===== config.mk =====
export PLATFORM = sky130hd
export DESIGN_NAME = zbs_bitpos_unit
export DESIGN_NICKNAME = d
export VERILOG_FILES = /design/src/rtl/zbs_bitpos_unit.sv
export SDC_FILE = /design/constraint.sdc
export NUM_CORES = 1
export LEC_CHECK = 0
export ABC_CLOCK_PERIOD_IN_PS = 2300
export BUFFER_PORTS_ARGS = -buffer_cell sky130_fd_sc_hd__clkbuf_2
export CORE_MARGIN = 3
export CORE_UTILIZATION = 50
export DETAILED_ROUTE_END_ITERATION = 16
export PLACE_DENSITY_LB_ADDON = 0.08
export SYNTH_ARGS = -nofsm -noshare
export SYNTH_HDL_FRONTEND = slang
export SYNTH_SLANG_ARGS = --single-unit

===== constraint.sdc =====
create_clock -name clk -period 2.3 [get_ports clk]
set_input_delay 0.23 -clock clk [delete_from_list [all_inputs] [get_ports clk]]
set_output_delay 0.23 -clock clk [all_outputs]
set_load 0.01 [all_outputs]

===== src/rtl/zbs_bitpos_unit.sv =====
// Iterative Zbs single-bit unit (BSET/BCLR/BINV/BEXT): shifts a one-hot mask up to the bit
// index over several cycles, then applies it to rs1. Optional `ZBS_FLUSH_EN adds a flush input.
module zbs_bitpos_unit #(
    parameter int unsigned XLEN = 32,
    parameter int unsigned STEP = 1
) (
    input  logic            clk,
    input  logic            rst_n,
`ifdef ZBS_FLUSH_EN
    input  logic            flush,
`endif
    input  logic            in_valid,
    output logic            in_ready,
    input  logic [1:0]      op,
    input  logic [XLEN-1:0] rs1,
    input  logic [4:0]      shamt,
    output logic            out_valid,
    input  logic            out_ready,
    output logic [XLEN-1:0] result,
    output logic            busy
);

    localparam int unsigned IdxW = $clog2(XLEN);

    localparam logic [1:0] OpBset = 2'b00;
    localparam logic [1:0] OpBclr = 2'b01;
    localparam logic [1:0] OpBinv = 2'b10;
    localparam logic [1:0] OpBext = 2'b11;

    typedef enum logic [1:0] {
        StIdle  = 2'b00,
        StShift = 2'b01,
        StDone  = 2'b10
    } state_e;

    state_e            state_q, state_d;
    logic [1:0]        op_q, op_d;
    logic [XLEN-1:0]   rs1_q, rs1_d;
    logic [XLEN-1:0]   mask_q, mask_d;
    logic [IdxW-1:0]   remaining_q, remaining_d;
    logic [XLEN-1:0]   result_q, result_d;
    logic              out_valid_q, out_valid_d;

    logic [IdxW-1:0]   shamt_idx;
    logic              flush_req;

    // Only the low index bits are meaningful, so the 1 never leaves the word.
    assign shamt_idx = IdxW'(shamt);

`ifdef ZBS_FLUSH_EN
    assign flush_req = flush;
`else
    assign flush_req = 1'b0;
`endif

    function automatic logic [XLEN-1:0] apply_op(input logic [1:0]      f_op,
                                                 input logic [XLEN-1:0] f_src,
                                                 input logic [XLEN-1:0] f_mask);
        logic [XLEN-1:0] res;
        res = '0;
        unique case (f_op)
            OpBset: res = f_src | f_mask;
            OpBclr: res = f_src & ~f_mask;
            OpBinv: res = f_src ^ f_mask;
            OpBext: res = {{(XLEN-1){1'b0}}, |(f_src & f_mask)};
            default: res = '0;
        endcase
        return res;
    endfunction

    always_comb begin
        state_d     = state_q;
        op_d        = op_q;
        rs1_d       = rs1_q;
        mask_d      = mask_q;
        remaining_d = remaining_q;
        result_d    = result_q;
        out_valid_d = out_valid_q;

        unique case (state_q)
            StIdle: begin
                if (in_valid && !flush_req) begin
                    op_d        = op;
                    rs1_d       = rs1;
                    mask_d      = XLEN'(1);
                    remaining_d = shamt_idx;
                    if (shamt_idx == '0) begin
                        // Index 0 needs no shifting: the result is ready right away.
                        state_d     = StDone;
                        out_valid_d = 1'b1;
                        result_d    = apply_op(op, rs1, XLEN'(1));
                    end else begin
                        state_d = StShift;
                    end
                end
            end

            StShift: begin
                if (32'(remaining_q) >= STEP) begin
                    mask_d      = mask_q << STEP;
                    remaining_d = remaining_q - IdxW'(STEP);
                end else begin
                    mask_d      = mask_q << 1;
                    remaining_d = remaining_q - IdxW'(1);
                end
                if (remaining_d == '0) begin
                    state_d     = StDone;
                    out_valid_d = 1'b1;
                    result_d    = apply_op(op_q, rs1_q, mask_d);
                end
            end

            StDone: begin
                if (out_ready) begin
                    state_d     = StIdle;
                    out_valid_d = 1'b0;
                end
            end

            default: begin
                state_d     = StIdle;
                out_valid_d = 1'b0;
            end
        endcase

        // Flush wins over every handshake; the result register is left untouched.
        if (flush_req) begin
            state_d     = StIdle;
            out_valid_d = 1'b0;
        end
    end

    always_ff @(posedge clk) begin
        if (!rst_n) begin
            state_q     <= StIdle;
            op_q        <= '0;
            rs1_q       <= '0;
            mask_q      <= XLEN'(1);
            remaining_q <= '0;
            result_q    <= '0;
            out_valid_q <= 1'b0;
        end else begin
            state_q     <= state_d;
            op_q        <= op_d;
            rs1_q       <= rs1_d;
            mask_q      <= mask_d;
            remaining_q <= remaining_d;
            result_q    <= result_d;
            out_valid_q <= out_valid_d;
        end
    end

    assign in_ready  = (state_q == StIdle);
    assign busy      = (state_q != StIdle);
    assign out_valid = out_valid_q;
    assign result    = result_q;

endmodule


==> metrics.txt <==
Slowest-stage cell, CP a21oi_2; minimum clock period 2.11 ns; Starting Density 52.3%; Routed WL per cell 15.0 um; routed via count 5582; DR DRC count 0; top post-synthesis cells by area dfxtp_1, ha_1, nand2_1; DIE HEIGHT 120 um; Max Freq 0.474 GHz; Place WS 0.219 ns; top_reg_cell synth dfxtp_1; Mapped Cells 803; Final ANT Viol Nets 0; relative slew slack 18.7%; initial antenna violation count 0; first-pass GRT wire length 25800 um; DR iter-0 viols 319; GP Congestion 0.795; pins over their slew limit 0; H-tree depth 3; most area-hungry cell type in the Yosys netlist dfxtp_1; largest vdd supply drop 0.000479 V; CTS tree done; Bufs on Longest Clock Path 2; Worst Path Max Fanout 21; Mapped Avg Cell Area 8.03 sq um; Post-Syn Area 0.00644 sq mm; Clock Skew 0.00596 ns; critical path's largest stage delay 0.87 ns; worst-path cell chain nor2b_4 -> a21oi_2 -> buf_4 -> a22oi_1 -> a211oi_2; Fillers 1187; cts repair resizes 0; vias per cell 5.45; Hold Vio Cnt, Final 0; worst min path class input port to flip-flop; clock root buffer clkbuf_16; Leakage 0.00320 uW; Seq cells post-synth 105; core area 0.0123 sq mm; Worst-path clk slew 0.07 ns; worst path arrival time 2.39 ns; Critical Path RT 2.58 ns; TNS Setup 0 ns; Hold Buf Count CTS 0; IO Count 78; pin count of the biggest net entering global routing 52; Row Count 40; post-CTS setup buffer count 0; Ys Warns 0; Crit. End Element flip-flop; top-count cell post-synth nand2_1; total global-route track usage 22.0%; max cap viols 0; ys async rst share 0%; Clock Sinks 105; CP startpoint kind flip-flop; Num CTS Buffers 9; Synth cell types 43; final worst-path cycle share 91.7%; critical path type flip-flop to flip-flop; DRT Wirelength 15400 um; grt ovf 0; share of layout cells above drive strength 1 16.9%; I/O Buffers 77; Area Overhead vs Synth 13.0%; vias in the first global route 5486; Cell Pwr Density 640 mW/mm^2; Synth top area share 32.6%; sequential share of the synthesized area 32.6%; Final Worst Setup Slack 0.191 ns; design area 0.00729 sq mm; Die X 120 um; TritonRoute pass-1 iters 5; Post-synth top cells nand2_1, dfxtp_1, a21oi_1, ha_1, inv_1; area post-placement 0.00694 sq mm; Least-Margin Pin Slew 1.22 ns; dpl hpwl 10400 um; die area 0.0143 sq mm; RSZ-0062 raised after global routing no; layout net count 989; syn_nets 941; outcome complete, no violations; Post-synth EDFFs 0; clk_lat worst skew 0.36 ns; n_diodes 0; # setup viols final 0
cells by family after synthesis:
family	Yosys count	synth area share (%)
compound gates	197	20.4
xor+xnor	3	0.408
fa+ha+maj	95	18.4
buf+inv	126	8.37
flops	105	32.6
simple gates	277	19.8
cell usage in the layout (no fill, tap or decap), types with 2 or more instances in the layout:
master        n
inv_1        65
clkbuf_16     9
buf_12        2
clkinvlp_4    2
nand2_1     134
a211oi_1      5
a21oi_1      99
bufinv_16     3
ha_1         95
o211a_1      16
nand2b_1      2
nor2_2        6
a22oi_1      16
nand3_1      35
nor2b_1      32
nor3_1       16
clkbuf_2     77
nand4_1       2
dfxtp_1     104
nor4_1        8
xnor2_1       3
o211ai_1     16
o21ai_0      21
a211oi_2     16
nor2_1       30
buf_4        18
a31oi_1       2
critical path: cells and delay by family, from the launching register on:
kind | cells | cell delay (ns)
DFF | 1 | 0.31
buffers and inverters | 1 | 0.36
AOI/OAI and AO/OA | 3 | 1.22
and+or+nand+nor | 1 | 0.14
state kept, by name, summed over array words and instances (netlist names):
register	flops
remaining_q	5
result	32
op_q	2
state_q	2
mask_q	31
rs1_q	32
out_valid	1
worst paths after layout:
check                    end  cells after the start  slack, ns       start
hold / removal     rs1_q[16]                      3       0.11     rs1[16]
setup / recovery  result[17]                      5       0.19  state_q[0]
setup reg to reg  result[17]                      5       0.19  state_q[0]
hold reg to reg     rs1_q[0]                      2       0.47    rs1_q[0]
stage by stage:
step | instances | util [%] | total power, uW | hold WS [ns]
floorplan | 803 | - | 2650 | 0.366
global route | 1024 | 59.2 | 4900 | 0.106
detailed placement | 1008 | 56.4 | 2930 | 0.457
CTS | 1024 | 59.2 | 4720 | 0.0926
finish | 1024 | 59.2 | 4660 | 0.105
global placement | 1008 | 56.4 | 2900 | 0.446
layout make-up:
cell class	count	area, sq um	share of cell area, %
clock buffer	9	225	3.09
clock inverter	7	119	1.63
inverter	66	248	3.40
multi-input combinational	572	3820	52.4
sequential	105	2100	28.9
tap	168	210	2.89
timing repair buffer	97	561	7.69
per-layer routing:
| layer | GRT usage, % | wire length, um | vias to the layer above |
|---|---|---|---|
| met1 | 27.2 | 6950 | 2655 |
| met3 | 4.24 | 639 | 23 |
| met2 | 38.6 | 7500 | 114 |
| li1 | - | - | 2790 |
| met5 | 0 | 0 | - |
| met4 | 7.16 | 269 | 0 |
where the power goes:
part / internal (uW) / leakage, uW / switching [uW]
registers: 1910 / 0.000854 / 90.7
clock network: 1060 / 0.000162 / 711
logic: 331 / 0.00218 / 553
total: 3310 / 0.00320 / 1360
(Power assumes the default switching activity.)
